===== config.mk =====
export PLATFORM = sky130hd
export DESIGN_NAME = div_req_ctrl_flat
export DESIGN_NICKNAME = d
export VERILOG_FILES = /design/src/rtl/div_req_pkg.sv /design/src/rtl/div_req_ctrl_if.sv /design/src/rtl/div_sign_fix.sv /design/src/rtl/div_req_ctrl.sv /design/src/flat_wrapper.sv
export SDC_FILE = /design/constraint.sdc
export NUM_CORES = 1
export LEC_CHECK = 0
export BUFFER_PORTS_ARGS = -buffer_cell sky130_fd_sc_hd__buf_2
export CELL_PAD_IN_SITES_DETAIL_PLACEMENT = 0
export CELL_PAD_IN_SITES_GLOBAL_PLACEMENT = 2
export CORE_UTILIZATION = 28
export CTS_CLUSTER_SIZE = 25
export DETAILED_ROUTE_END_ITERATION = 8
export HOLD_SLACK_MARGIN = 0.02
export PLACE_DENSITY_LB_ADDON = 0.05
export RECOVER_POWER = 25
export SETUP_SLACK_MARGIN = 0.02
export SLEW_MARGIN = 20
export SYNTH_ARGS = -nofsm -noshare
export SYNTH_HDL_FRONTEND = slang
export SYNTH_SLANG_ARGS = --single-unit

===== constraint.sdc =====
create_clock -name clk -period 4.4 [get_ports clk]
set_input_delay 0 -clock clk [delete_from_list [all_inputs] [get_ports clk]]
set_output_delay 0 -clock clk [all_outputs]
set_load 0.01 [all_outputs]

===== src/rtl/div_req_pkg.sv =====
// Shared types and helpers for the divider request controller.
package div_req_pkg;

  typedef enum logic [1:0] {
    OpDiv  = 2'd0,
    OpDivu = 2'd1,
    OpRem  = 2'd2,
    OpRemu = 2'd3
  } div_op_e;

  typedef enum logic [1:0] {
    StIdle,
    StIssue,
    StWait,
    StResp
  } div_req_state_e;

  function automatic logic is_signed_op(div_op_e op);
    return (op == OpDiv) || (op == OpRem);
  endfunction

  function automatic logic is_rem_op(div_op_e op);
    return (op == OpRem) || (op == OpRemu);
  endfunction

endpackage


===== src/rtl/div_req_ctrl_if.sv =====
// Request, divider and response signals of div_req_ctrl; slave is the controller side.
interface div_req_ctrl_if #(
  parameter int unsigned DATA_WIDTH = 32,
  parameter int unsigned TAG_WIDTH  = 5
) ();

  logic                  req_valid_i;
  logic                  req_ready_o;
  logic [1:0]            req_op_i;
  logic [DATA_WIDTH-1:0] req_a_i;
  logic [DATA_WIDTH-1:0] req_b_i;
  logic [TAG_WIDTH-1:0]  req_tag_i;
  logic                  div_enable_o;
  logic [DATA_WIDTH-1:0] dividend_o;
  logic [DATA_WIDTH-1:0] divisor_o;
  logic                  division_finished_i;
  logic [DATA_WIDTH-1:0] result_div_i;
  logic [DATA_WIDTH-1:0] result_rem_i;
  logic                  rsp_valid_o;
  logic                  rsp_ready_i;
  logic [DATA_WIDTH-1:0] rsp_data_o;
  logic [TAG_WIDTH-1:0]  rsp_tag_o;
  logic                  busy_o;

  modport slave (
    input  req_valid_i, req_op_i, req_a_i, req_b_i, req_tag_i,
    input  division_finished_i, result_div_i, result_rem_i, rsp_ready_i,
    output req_ready_o, div_enable_o, dividend_o, divisor_o,
    output rsp_valid_o, rsp_data_o, rsp_tag_o, busy_o
  );

  modport master (
    output req_valid_i, req_op_i, req_a_i, req_b_i, req_tag_i,
    output division_finished_i, result_div_i, result_rem_i, rsp_ready_i,
    input  req_ready_o, div_enable_o, dividend_o, divisor_o,
    input  rsp_valid_o, rsp_data_o, rsp_tag_o, busy_o
  );

endinterface


===== src/rtl/div_sign_fix.sv =====
// Combinational sign fix-up of unsigned divider results for RISC-V DIV/DIVU/REM/REMU.
module div_sign_fix
  import div_req_pkg::*;
#(
  parameter int unsigned DATA_WIDTH = 32
) (
  input  div_op_e               op_i,
  input  logic                  sign_a_i,
  input  logic                  sign_b_i,
  input  logic [DATA_WIDTH-1:0] quo_i,
  input  logic [DATA_WIDTH-1:0] rem_i,
  output logic [DATA_WIDTH-1:0] result_o
);

  logic                  is_rem;
  logic                  negate;
  logic [DATA_WIDTH-1:0] mag;

  // Quotient sign is sign(a)^sign(b); remainder follows the dividend.
  assign is_rem   = is_rem_op(op_i);
  assign negate   = is_signed_op(op_i) & (is_rem ? sign_a_i : (sign_a_i ^ sign_b_i));
  assign mag      = is_rem ? rem_i : quo_i;
  assign result_o = negate ? -mag : mag;

endmodule


===== src/rtl/div_req_ctrl.sv =====
// Request-side controller for the multicycle divider with sign and special-case fix-up.
// Define DIV_REQ_REUSE_EN to answer repeated {a, b, signedness} requests from the last result.
module div_req_ctrl
  import div_req_pkg::*;
#(
  parameter int unsigned DATA_WIDTH = 32,
  parameter int unsigned TAG_WIDTH  = 5
) (
  input logic          clk,
  input logic          rst,
  div_req_ctrl_if.slave bus
);

  localparam logic [DATA_WIDTH-1:0] MostNeg = {1'b1, {(DATA_WIDTH-1){1'b0}}};

  div_req_state_e        state_q, state_d;
  div_op_e               op_q, req_op, fix_op;
  logic                  sign_a_q, sign_b_q;
  logic [DATA_WIDTH-1:0] dividend_q, divisor_q;
  logic [DATA_WIDTH-1:0] rsp_data_q, rsp_data_d;
  logic [TAG_WIDTH-1:0]  rsp_tag_q;

  logic                  accept, req_signed, req_rem, req_sign_a, req_sign_b;
  logic                  div_by_zero, overflow, special, reuse_hit;
  logic [DATA_WIDTH-1:0] special_data, mag_a, mag_b;
  logic                  fix_sign_a, fix_sign_b;
  logic [DATA_WIDTH-1:0] fix_quo, fix_rem, fix_result;

  assign req_op     = div_op_e'(bus.req_op_i);
  assign req_signed = is_signed_op(req_op);
  assign req_rem    = is_rem_op(req_op);
  assign req_sign_a = req_signed & bus.req_a_i[DATA_WIDTH-1];
  assign req_sign_b = req_signed & bus.req_b_i[DATA_WIDTH-1];
  // Negating the most-negative value yields 2^(W-1), the correct unsigned magnitude.
  assign mag_a      = req_sign_a ? -bus.req_a_i : bus.req_a_i;
  assign mag_b      = req_sign_b ? -bus.req_b_i : bus.req_b_i;

  assign accept      = bus.req_valid_i & bus.req_ready_o;
  assign div_by_zero = (bus.req_b_i == '0);
  assign overflow    = req_signed && (bus.req_a_i == MostNeg) && (bus.req_b_i == '1);
  assign special     = div_by_zero | overflow;

  always_comb begin
    special_data = '0;
    if (div_by_zero) begin
      special_data = req_rem ? bus.req_a_i : '1;
    end else begin
      special_data = req_rem ? '0 : bus.req_a_i;
    end
  end

`ifdef DIV_REQ_REUSE_EN
  logic                  reuse_valid_q, reuse_signed_q;
  logic [DATA_WIDTH-1:0] reuse_a_q, reuse_b_q, reuse_quo_q, reuse_rem_q;

  assign reuse_hit = reuse_valid_q && (reuse_a_q == bus.req_a_i) &&
                     (reuse_b_q == bus.req_b_i) && (reuse_signed_q == req_signed);

  // In IDLE the fix-up path serves reuse hits; elsewhere it serves the divider.
  assign fix_op     = (state_q == StIdle) ? req_op      : op_q;
  assign fix_sign_a = (state_q == StIdle) ? req_sign_a  : sign_a_q;
  assign fix_sign_b = (state_q == StIdle) ? req_sign_b  : sign_b_q;
  assign fix_quo    = (state_q == StIdle) ? reuse_quo_q : bus.result_div_i;
  assign fix_rem    = (state_q == StIdle) ? reuse_rem_q : bus.result_rem_i;

  always_ff @(posedge clk) begin
    if (rst) begin
      reuse_valid_q  <= 1'b0;
      reuse_signed_q <= 1'b0;
      reuse_a_q      <= '0;
      reuse_b_q      <= '0;
      reuse_quo_q    <= '0;
      reuse_rem_q    <= '0;
    end else if (accept && !special && !reuse_hit) begin
      reuse_valid_q  <= 1'b0;
      reuse_signed_q <= req_signed;
      reuse_a_q      <= bus.req_a_i;
      reuse_b_q      <= bus.req_b_i;
    end else if (state_q == StWait && bus.division_finished_i) begin
      reuse_valid_q <= 1'b1;
      reuse_quo_q   <= bus.result_div_i;
      reuse_rem_q   <= bus.result_rem_i;
    end
  end
`else
  assign reuse_hit  = 1'b0;
  assign fix_op     = op_q;
  assign fix_sign_a = sign_a_q;
  assign fix_sign_b = sign_b_q;
  assign fix_quo    = bus.result_div_i;
  assign fix_rem    = bus.result_rem_i;
`endif

  div_sign_fix #(
    .DATA_WIDTH(DATA_WIDTH)
  ) u_sign_fix (
    .op_i    (fix_op),
    .sign_a_i(fix_sign_a),
    .sign_b_i(fix_sign_b),
    .quo_i   (fix_quo),
    .rem_i   (fix_rem),
    .result_o(fix_result)
  );

  always_comb begin
    state_d    = state_q;
    rsp_data_d = rsp_data_q;
    case (state_q)
      StIdle: begin
        if (accept) begin
          if (special) begin
            state_d    = StResp;
            rsp_data_d = special_data;
          end else if (reuse_hit) begin
            state_d    = StResp;
            rsp_data_d = fix_result;
          end else begin
            state_d = StIssue;
          end
        end
      end
      StIssue: state_d = StWait;
      StWait: begin
        if (bus.division_finished_i) begin
          state_d    = StResp;
          rsp_data_d = fix_result;
        end
      end
      StResp: begin
        if (bus.rsp_ready_i) state_d = StIdle;
      end
      default: state_d = StIdle;
    endcase
  end

  always_ff @(posedge clk) begin
    if (rst) begin
      state_q    <= StIdle;
      op_q       <= OpDiv;
      sign_a_q   <= 1'b0;
      sign_b_q   <= 1'b0;
      dividend_q <= '0;
      divisor_q  <= '0;
      rsp_data_q <= '0;
      rsp_tag_q  <= '0;
    end else begin
      state_q    <= state_d;
      rsp_data_q <= rsp_data_d;
      if (accept) begin
        op_q       <= req_op;
        sign_a_q   <= req_sign_a;
        sign_b_q   <= req_sign_b;
        dividend_q <= mag_a;
        divisor_q  <= mag_b;
        rsp_tag_q  <= bus.req_tag_i;
      end
    end
  end

  assign bus.req_ready_o  = (state_q == StIdle) & ~rst;
  assign bus.div_enable_o = (state_q == StIssue);
  assign bus.rsp_valid_o  = (state_q == StResp);
  assign bus.busy_o       = (state_q != StIdle);
  assign bus.dividend_o   = dividend_q;
  assign bus.divisor_o    = divisor_q;
  assign bus.rsp_data_o   = rsp_data_q;
  assign bus.rsp_tag_o    = rsp_tag_q;

endmodule


===== src/flat_wrapper.sv =====
// flat-port wrapper written by rule: the top's interface ports become plain ports
module div_req_ctrl_flat import div_req_pkg::*;
#(
  parameter int unsigned DATA_WIDTH = 32,
  parameter int unsigned TAG_WIDTH  = 5
)
  (clk, rst, bus_req_valid_i, bus_req_op_i, bus_req_a_i, bus_req_b_i, bus_req_tag_i, bus_division_finished_i, bus_result_div_i, bus_result_rem_i, bus_rsp_ready_i, bus_req_ready_o, bus_div_enable_o, bus_dividend_o, bus_divisor_o, bus_rsp_valid_o, bus_rsp_data_o, bus_rsp_tag_o, bus_busy_o);
  div_req_ctrl_if #(.DATA_WIDTH(DATA_WIDTH), .TAG_WIDTH(TAG_WIDTH)) bus_i ();
  input logic clk;
  input logic rst;
  input wire logic [$bits(bus_i.req_valid_i)-1:0] bus_req_valid_i;
  input wire logic [$bits(bus_i.req_op_i)-1:0] bus_req_op_i;
  input wire logic [$bits(bus_i.req_a_i)-1:0] bus_req_a_i;
  input wire logic [$bits(bus_i.req_b_i)-1:0] bus_req_b_i;
  input wire logic [$bits(bus_i.req_tag_i)-1:0] bus_req_tag_i;
  input wire logic [$bits(bus_i.division_finished_i)-1:0] bus_division_finished_i;
  input wire logic [$bits(bus_i.result_div_i)-1:0] bus_result_div_i;
  input wire logic [$bits(bus_i.result_rem_i)-1:0] bus_result_rem_i;
  input wire logic [$bits(bus_i.rsp_ready_i)-1:0] bus_rsp_ready_i;
  output wire logic [$bits(bus_i.req_ready_o)-1:0] bus_req_ready_o;
  output wire logic [$bits(bus_i.div_enable_o)-1:0] bus_div_enable_o;
  output wire logic [$bits(bus_i.dividend_o)-1:0] bus_dividend_o;
  output wire logic [$bits(bus_i.divisor_o)-1:0] bus_divisor_o;
  output wire logic [$bits(bus_i.rsp_valid_o)-1:0] bus_rsp_valid_o;
  output wire logic [$bits(bus_i.rsp_data_o)-1:0] bus_rsp_data_o;
  output wire logic [$bits(bus_i.rsp_tag_o)-1:0] bus_rsp_tag_o;
  output wire logic [$bits(bus_i.busy_o)-1:0] bus_busy_o;
  assign bus_i.req_valid_i = bus_req_valid_i;
  assign bus_i.req_op_i = bus_req_op_i;
  assign bus_i.req_a_i = bus_req_a_i;
  assign bus_i.req_b_i = bus_req_b_i;
  assign bus_i.req_tag_i = bus_req_tag_i;
  assign bus_i.division_finished_i = bus_division_finished_i;
  assign bus_i.result_div_i = bus_result_div_i;
  assign bus_i.result_rem_i = bus_result_rem_i;
  assign bus_i.rsp_ready_i = bus_rsp_ready_i;
  assign bus_req_ready_o = bus_i.req_ready_o;
  assign bus_div_enable_o = bus_i.div_enable_o;
  assign bus_dividend_o = bus_i.dividend_o;
  assign bus_divisor_o = bus_i.divisor_o;
  assign bus_rsp_valid_o = bus_i.rsp_valid_o;
  assign bus_rsp_data_o = bus_i.rsp_data_o;
  assign bus_rsp_tag_o = bus_i.rsp_tag_o;
  assign bus_busy_o = bus_i.busy_o;
  div_req_ctrl #(.DATA_WIDTH(DATA_WIDTH), .TAG_WIDTH(TAG_WIDTH)) u_core (.clk(clk), .rst(rst), .bus(bus_i));
endmodule

# Word-level counts from Yosys, hierarchy flattened

Index checks and enable logic that the tools add are counted.

Register bits after elaboration: 107
Input bits: 140
Output and inout port bits: 105
Word-level logic and storage cells: 63

Add/subtract/negate cells: 3
Equal/unequal tests: 13
Muxes and demuxes: 17
Bitwise logic cells: 8
Reductions and logical operators: 14

Operator list:

| operator             | number |
|---|---|
| $mux 32              | 10 |
| $neg 32->32          | 3 |
| $eq 32x32->1 const B | 2 |
| $pmux 32 s2          | 1 |
| $logic_not 32->1     | 1 |
| $eq 2x2->1 const B   | 6 |
| $mux 2               | 4 |
| $pmux 2 s4           | 1 |
| $logic_not 2->1      | 3 |
| $and 1x1->1          | 5 |
| $logic_or 1x1->1     | 4 |
| $ne 2x1->1 const B   | 2 |
| $ne 2x2->1 const B   | 2 |
| $reduce_and 4->1     | 1 |
| $reduce_bool 2->1    | 2 |
| $reduce_and 3->1     | 1 |
| $eq 2x1->1 const B   | 1 |
| $logic_and 1x1->1    | 2 |
| $mux 1               | 1 |
| $not 1->1            | 1 |
| $or 1x1->1           | 1 |
| $xor 1x1->1          | 1 |

# Logic depth before layout (Yosys ltp)

Gate-level depths: netlist (run 1).

Depth after elaboration: 8
Mapped depth: 14
Depth with buffers taken out: 9

# Hierarchy

From an unflattened synthesis (run 1), not the netlist that was laid out.

Cells, all modules: 873
Area total of the unflattened synthesis: 7294.5 um^2

Modules (own cells, without submodules):

| module       | times used | cells an instance | area each (um^2) | sequential area each (um^2) |
|---|---|---|---|---|
| div_req_ctrl | 1          | 697               | 6033.3           | 2142.1 |
| div_sign_fix | 1          | 176               | 1261.2           | 0.0 |

# Least setup slack after synthesis (run 1)

No wires, ideal clock.

Path kind: reg2reg
Start point: register u_core.op_q[1], in the netlist u_core.fix_op[1]
End point: register u_core.rsp_data_q[16], in the netlist u_core.bus.rsp_data_o[16]
Setup time: 0.091 ns
Data arrival time: 3.027 ns
Data required time: 4.309 ns
Setup slack: 1.282 ns
Cell stages (with the launch flop): 15
Path buffers: 6
Clock period less this slack: 3.118 ns
Cells stage by stage: dfxtp_1 buf_4 buf_2 buf_2 buf_2 buf_2 mux2i_1 ha_1 a21boi_0 and2_1 clkbuf_1 a31oi_1 xnor2_1 nand2_1 a311oi_1

Word-level cells in the longest chain between the ends: 7
Elaborated cells on any way between the ends: 12
Classes of those cells: 1 x add/sub; 2 x eq/ne; 5 x mux; 1 x bitwise; 3 x reduce/logical

RTL lines:

| what                                       | line                                   | text |
|---|---|---|
| start, declared                            | div_req_ctrl.sv:17                     | `div_op_e op_q, req_op, fix_op;` |
| start signal, assigned                     | div_req_ctrl.sv:139                    | `op_q <= OpDiv;` |
| start signal, assigned                     | div_req_ctrl.sv:150                    | `op_q <= req_op;` |
| $eq 2x2->1 (on tied branches)              | div_req_pkg.sv:19, div_req_pkg.sv:23   |  |
| $logic_or 1x1->1                           | div_req_pkg.sv:23                      | `return (op == OpRem) \|\| (op == OpRemu);` |
| $mux 32 or $mux 1 (tied branches)          | div_sign_fix.sv:22, div_sign_fix.sv:21 |  |
| $neg 32->32 or $and 1x1->1 (tied branches) | div_sign_fix.sv:23, div_sign_fix.sv:21 |  |
| $mux 32 (*)                                | div_sign_fix.sv:23                     | `assign result_o = negate ? -mag : mag;` |
| $mux 32 (*)                                | div_req_ctrl.sv:124                    | `if (bus.division_finished_i) begin` |
| $pmux 32 s2 (*)                            | div_req_ctrl.sv:108                    | `case (state_q)` |
| end signal, assigned                       | div_req_ctrl.sv:148                    | `rsp_data_q <= rsp_data_d;` |
| end, declared                              | div_req_ctrl.sv:20                     | `logic [DATA_WIDTH-1:0] rsp_data_q, rsp_data_d;` |

Every way passes the cells marked *; elsewhere a longest branch is shown, timed or not. The select of a mux whose other input is x is not followed.
A chain may end at the register's enable or synchronous reset.

# Worst setup path in the final report (run 1)

Start point: register u_core.op_q[1], in the netlist u_core.fix_op[1]
End point: register u_core.rsp_data_q[29], in the netlist u_core.bus.rsp_data_o[29]

Same word-level chain as after synthesis.

==> results of run 1 <==
==> cell usage after synthesis, drive strengths merged (18+ instances only) <==
cell	instances
a211oi	29
a21oi	54
buf	20
clkbuf	46
dfxtp	107
maj3	21
mux2i	42
nand2	72
nand3	66
nor2	91
o21ai	87
o31ai	18
xnor2	54
xor2	32
==> timing repair <==
item                                    4_1_cts  5_1_grt
hold endpoints to repair                     49        0
endpoints found under the setup margin        0        0
buffers inserted                              0        0
hold buffers                                 49        0
gates resized for setup                       0        0
==> through the flow <==
step | hold WS, ns | std cells | setup slack, ns
5_1_grt | 0.0366 | 1478 | 0.683
2_1_floorplan | 0.0581 | 901 | 1.28
6_report | 0.0136 | 1478 | 0.980
3_5_place_dp | 0.206 | 1413 | 1.07
3_3_place_gp | 0.193 | 1413 | 1.11
4_1_cts | 0.0204 | 1478 | 1.02
==> power by group <==
part           total, mW  switching (mW)  internal (mW)
Combinational       1.61           0.971          0.638
Clock              0.873           0.421          0.452
Sequential          1.43           0.179           1.25
Total               3.91            1.57           2.34
==> worst max-delay path, stage by stage (launching register included) <==
cell	delay, ns
dfxtp_2	0.88
or4b_2	0.69
a222oi_1	0.67
and3_1	0.41
a41oi_1	0.17
xnor2_1	0.18
mux2i_1	0.09
a211oi_1	0.24
==> layout make-up <==
| cell class | count | area (µm²) |
|---|---|---|
| Clock buffer | 9 | 225 |
| Clock inverter | 7 | 82.6 |
| Fill cell | 2667 | 15300 |
| Inverter | 15 | 56.3 |
| Multi-Input combinational cell | 713 | 4560 |
| Sequential cell | 107 | 2140 |
| Tap cell | 324 | 405 |
| Timing Repair Buffer | 303 | 1720 |
==> worst paths after layout <==
| check | slack, ns | to | start | depth (start not counted) |
|---|---|---|---|---|
| worst max register to register | 0.98 | u_core.bus.rsp_data_o[29]$_SDFFE_PP0P_ | u_core.fix_op[1]$_SDFFE_PP0P_ | 7 |
| worst min-delay path | 0.01 | u_core.bus.divisor_o[29]$_SDFFE_PP0P_ | bus_req_b_i[29] | 3 |
| worst min register to register | 0.46 | u_core.fix_sign_b$_SDFFE_PP0P_ | u_core.fix_sign_b$_SDFFE_PP0P_ | 2 |
| worst max-delay path | 0.98 | u_core.bus.rsp_data_o[29]$_SDFFE_PP0P_ | u_core.fix_op[1]$_SDFFE_PP0P_ | 7 |
==> logic make-up (layout without fill, tap and decap cells) <==
logic type | count (synthesis) | count (layout) | share of synthesized area, %
flip-flops | 107 | 107 | 30.5
XOR/XNOR | 86 | 86 | 10.7
buffers and inverters | 81 | 334 | 4.82
adder cells (fa/ha/maj) | 30 | 30 | 4.59
AO/OA/AOI/OAI | 236 | 236 | 21.1
multiplexers | 43 | 43 | 6.14
AND/OR/NAND/NOR | 318 | 318 | 22.2
==> registers in the layout, summed over array words and instances (netlist names) <==
| register | cells |
|---|---|
| u_core.bus.rsp_data_o | 32 |
| u_core.bus.divisor_o | 32 |
| u_core.state_q | 2 |
| u_core.fix_op | 2 |
| u_core.bus.dividend_o | 32 |
| u_core.fix_sign_b | 1 |
| u_core.fix_sign_a | 1 |
| u_core.bus.rsp_tag_o | 5 |
==> metal layers <==
metal  routed length (µm)  part of all wire, %  vias to the layer above
li1                     -                    -                     3766
met1                10700                   42                     3320
met2                13400                   52                      177
met3                 1290                  5.0                       27
met4                  373                  1.4                        2
met5                   13                0.050                        -
==> impl_metrics.tcl, run 1 <==
set metrics [dict create \
    routed_wl_um 25800 \
    gp_congestion 0.781 \
    vias_per_cell 4.93 \
    grtUsageTotal_pct 20.0 \
    power_mw 3.91 \
    cts_tree "done" \
    synth-edff-count 0 \
    yosys_register_bits 107 \
    min_period_over_period_pct 77.7 \
    met3_usage_pct 4.26 \
    synth_top_cell_by_area "dfxtp_1" \
    ios 245 \
    ys_types 56 \
    path_clk_slew_ns 0.09 \
    power_leakage_nw 3.49 \
    ant_nets 0 \
    grt_max_degree 94 \
    globalRouteMet1Util_pct 22.4 \
    crit_required_ns 4.66 \
    max_freq_ghz 0.292 \
    cts_buffers 9 \
    final_area_um2 9190 \
    worst_slew_pin_slew_ns 0.901 \
    antenna_found_initial 1 \
    final_nets 1298 \
    numPortBuffers 244 \
    hold_path.class "input pin to register" \
    antenna_cells 0 \
    crit_type "register to register" \
    final_common_cell "buf_2" \
    setup_viol 0 \
    firstDrtPassIters 4 \
    postSynth.asyncResetShare_pct 0 \
    crit_fanout 39 \
    area_delta_synth_final_pct 30.8 \
    slew_viol_final 0 \
    die_h_um 160 \
    setup-tns-final_ns 0 \
    postSynthAreaPerCell_um2 7.80 \
    synth_warnings 0 \
    gr-max-usage-layer "met2" \
    htreeDepth 3 \
    mostFrequentLayoutCells "191 x buf_2, 106 x dfxtp_1, 91 x nor2_1" \
    wire_per_inst_um 17.4 \
    crit_arrival_ns 3.69 \
    core-area_um2 24500 \
    gr-usage-met2_pct 37.9 \
    drt-initial-drc-count 282 \
    vias 7292 \
    fin_util_pct 37.6 \
    slew_headroom_pct 39.9 \
    synth_seq_area_share_pct 30.5 \
    drive_gt1_share_pct 21.1 \
    status "finished, final reports clean" \
    drv_cap 0 \
    drc 0 \
    insertion_delay_ns 0.36 \
    clock-sinks 107 \
    rsz0062_at_grt "false" \
    initial_core_util_pct 28.7 \
    grt_pass1_wl_um 40200 \
    ys.flop_type "dfxtp_1" \
    crit_path_end_kind "register" \
    first_global_vias 7306 \
    ys_top_cells_by_area "dfxtp_1 30%, xnor2_1 6.7%, o21ai_0 6.2%" \
    skew_ns 0.0136 \
    hold_viol 0 \
    synth_top_area_share_pct 30.5 \
    overflow 0 \
    syn-num-nets 1050 \
    dieArea_um2 25700 \
    final.min_clock_period_ns 3.42 \
    fp.dieW_um 160 \
    placed_area_um2 8460 \
    power_density_nw_per_um2 426 \
    syn_area_um2 7030 \
    crit_path_start_kind "register" \
    synthCells 901 \
    irDropWorstVdd_uv 215 \
    place_hpwl_um 19600 \
    clockBufferDepth 2 \
    fp-row-count 57 \
    cts_root_buf "clkbuf_16" \
]
Power figures use the tool's default switching activity.
==> inputs of run 2 (changes only) <==
--- a/config.mk
+++ b/config.mk
@@ -5,10 +5,11 @@
 export SDC_FILE = /design/constraint.sdc
 export NUM_CORES = 1
 export LEC_CHECK = 0
+export ABC_AREA = 1
 export BUFFER_PORTS_ARGS = -buffer_cell sky130_fd_sc_hd__buf_2
 export CELL_PAD_IN_SITES_DETAIL_PLACEMENT = 0
 export CELL_PAD_IN_SITES_GLOBAL_PLACEMENT = 2
-export CORE_UTILIZATION = 28
+export CORE_UTILIZATION = 27
 export CTS_CLUSTER_SIZE = 25
 export DETAILED_ROUTE_END_ITERATION = 8
 export HOLD_SLACK_MARGIN = 0.02
==> constraint.sdc (replaced) <==
create_clock -name clk -period 3.41 [get_ports clk]
set_input_delay 0 -clock clk [delete_from_list [all_inputs] [get_ports clk]]
set_output_delay 0 -clock clk [all_outputs]
set_load 0.01 [all_outputs]
==> run 2 against run 1 <==
Die area up 24%. Global-route usage rose by 1.1 points. Final area is 14% higher. Sequential power grew 13%. Hold slack improved by 0.0040 ns. Routed wire length up 29%. Register-to-register slack got worse by 0.18 ns. Cell count up 40%. First-iteration DRC count grew 74%. Sequential cell count is the same. Largest cell class unchanged.
==> impl_metrics.tcl, run 2 <==
set metrics [dict create \
    status "finished, final reports clean" \
    numPortBuffers 244 \
    setup_ws_ns 0.750 \
    ios 245 \
    cpMaxStageDelayCell "dlygate4sd3_1" \
    postSynthAreaPerCell_um2 5.86 \
    synth_common_cells "435 x nand2_1, 191 x inv_1, 141 x o21ai_0, 126 x nor2_1, 107 x dfxtp_1" \
    drc 0 \
    dp.cells 2028 \
    wire_per_inst_um 16.0 \
    hold_ws_ns 0.0176 \
    drv_cap 0 \
    max_stage_delay_ns 0.56 \
    min_period_over_period_pct 78.0 \
    cts_root_buf "clkbuf_16" \
    irDropWorstVdd_uv 240 \
    hold_viol 0 \
    ys_types 48 \
    grtUsageTotal_pct 21.1 \
    synth_seq_area_share_pct 25.4 \
    synth_top_cell_by_area "dfxtp_1" \
    grt_pass1_wl_um 51200 \
    stdcell_count 2076 \
    yosys_register_bits 107 \
    routed_wl_um 33300 \
    antenna_found_initial 1 \
    synth_warnings 0 \
    vias_per_cell 4.59 \
    clock-sinks 107 \
    dieArea_um2 31900 \
    vias 9525 \
    gp_congestion 0.864 \
    power_density_nw_per_um2 428 \
    first_global_vias 9049 \
    overflow 0 \
    post-synth-top-count-cell "nand2_1" \
    crit_type "input pin to register" \
    skew_ns 0.0120 \
    max_freq_ghz 0.376 \
    path_clk_slew_ns 0.07 \
    final_common_cell "nand2_1" \
    place_hpwl_um 26200 \
    crit_path_start_kind "input pin" \
    fin_util_pct 34.1 \
    setup_viol 0 \
    setup-tns-final_ns 0 \
    drt-initial-drc-count 492 \
    insertion_delay_ns 0.37 \
    grt_max_degree 66 \
    final.min_clock_period_ns 2.66 \
    cts_buffers 9 \
    ys.flop_type "dfxtp_1" \
    syn-num-nets 1587 \
    fp.dieW_um 179 \
    synth-edff-count 0 \
    mostFrequentLayoutCells "435 x nand2_1, 191 x inv_1, 191 x buf_2" \
    area_delta_synth_final_pct 24.3 \
    cts_tree "done" \
    crit_arrival_ns 2.91 \
    postSynth.asyncResetShare_pct 0 \
    fp-row-count 64 \
    postCtsSetupBuffers 0 \
    power_leakage_nw 5.31 \
    final_nets 1825 \
    path_cells "dlygate4sd3_1 -> buf_2 -> inv_1 -> ha_1 -> inv_2 -> nor3_4 -> inv_1 -> nor2_2 -> nand2_1 -> nor2_1 -> nand3_1 -> nand3_2 -> nand2_4 -> clkinv_2 -> o21ai_0 -> nor2_1" \
    synth_top_area_share_pct 25.4 \
    firstDrtPassIters 5 \
    rsz0062_at_grt "false" \
    core-area_um2 30700 \
    syn_area_um2 8420 \
    crit_required_ns 3.66 \
    worst_slew_pin_slew_ns 0.808 \
    htreeDepth 3 \
    hold_path.class "input pin to register" \
    slew_headroom_pct 46.1 \
    crit_path_end_kind "register" \
    slew_viol_final 0 \
    clockBufferDepth 2 \
    synthCells 1438 \
    drive_gt1_share_pct 16.1 \
    crit_fanout 36 \
    die_h_um 179 \
    ant_nets 0 \
    ys_top_cells_by_area "dfxtp_1 25%, nand2_1 19%, inv_1 8.5%" \
    pre_cts_ws_ns 0.799 \
    initial_core_util_pct 27.5 \
]
-- run 2: final cells by class --
type,count,area (µm²)
Antenna cell,1,2.50
Clock buffer,10,239
Clock inverter,4,52.6
Fill cell,3600,20200
Inverter,197,746
Multi-Input combinational cell,1069,5190
Sequential cell,107,2140
Tap cell,396,495
Timing Repair Buffer,292,1600
-- run 2: worst max-delay path: cells and delay by family --
| family | cells | cell delay, ns |
|---|---|---|
| simple gates | 8 | 0.89 |
| compound gates | 1 | 0.33 |
| buf+inv | 6 | 1.44 |
| fa+ha+maj | 1 | 0.23 |
-- run 2: per-stage QoR --
step | power [mW] | instance area (µm²)
detailed placement | 3.43 | 9910
global placement | 3.42 | 9910
floorplan | 2.77 | 8420
CTS | 4.59 | 10500
global route | 4.86 | 10500
finish | 4.48 | 10500
-- run 2: final timing paths --
check	start	endpoint	slack, ns	depth (start not counted)
worst max-delay path	bus_req_a_i[1]	u_core.bus.rsp_data_o[8]$_SDFFE_PP0P_	0.75	16
worst min-delay path	bus_req_a_i[0]	u_core.bus.dividend_o[0]$_SDFFE_PP0P_	0.02	3
worst max register to register	u_core.state_q[0]$_SDFFE_PP0P_	u_core.bus.rsp_data_o[8]$_SDFFE_PP0P_	0.80	10
worst min register to register	u_core.bus.rsp_tag_o[4]$_SDFFE_PP0P_	u_core.bus.rsp_tag_o[4]$_SDFFE_PP0P_	0.46	2
-- run 2: repair_timing --
action,in CTS,in global routing
resized for setup,0,0
hold buffers,33,0
endpoints found under the hold margin,33,0
setup endpoints to repair,0,0
-- run 2: cell families after synthesis --
logic type	after synthesis	synth area share [%]
AOI/OAI and AO/OA	252	15.6
xor gates and xnor gates	47	4.89
adders and majority gates	9	1.34
buffers and inverters	262	13.1
DFF	107	25.4
muxes	18	2.14
and+or+nand+nor	743	37.6
-- run 2: where the power goes --
part / internal [mW] / total, mW / leakage [nW] / switching, mW
clock: 0.585 / 1.10 / 0.144 / 0.519
sequential: 1.48 / 1.62 / 0.880 / 0.139
combinational: 0.613 / 1.75 / 4.29 / 1.14
total: 2.68 / 4.48 / 5.31 / 1.80
-- run 2: metal layers --
metal,up-vias,GRT usage (%),share of wire [%]
met3,21,1.66,3.4
li1,5033,-,-
met4,0,5.97,1.4
met5,-,0,0
met2,210,36.6,48
met1,4261,27.7,47
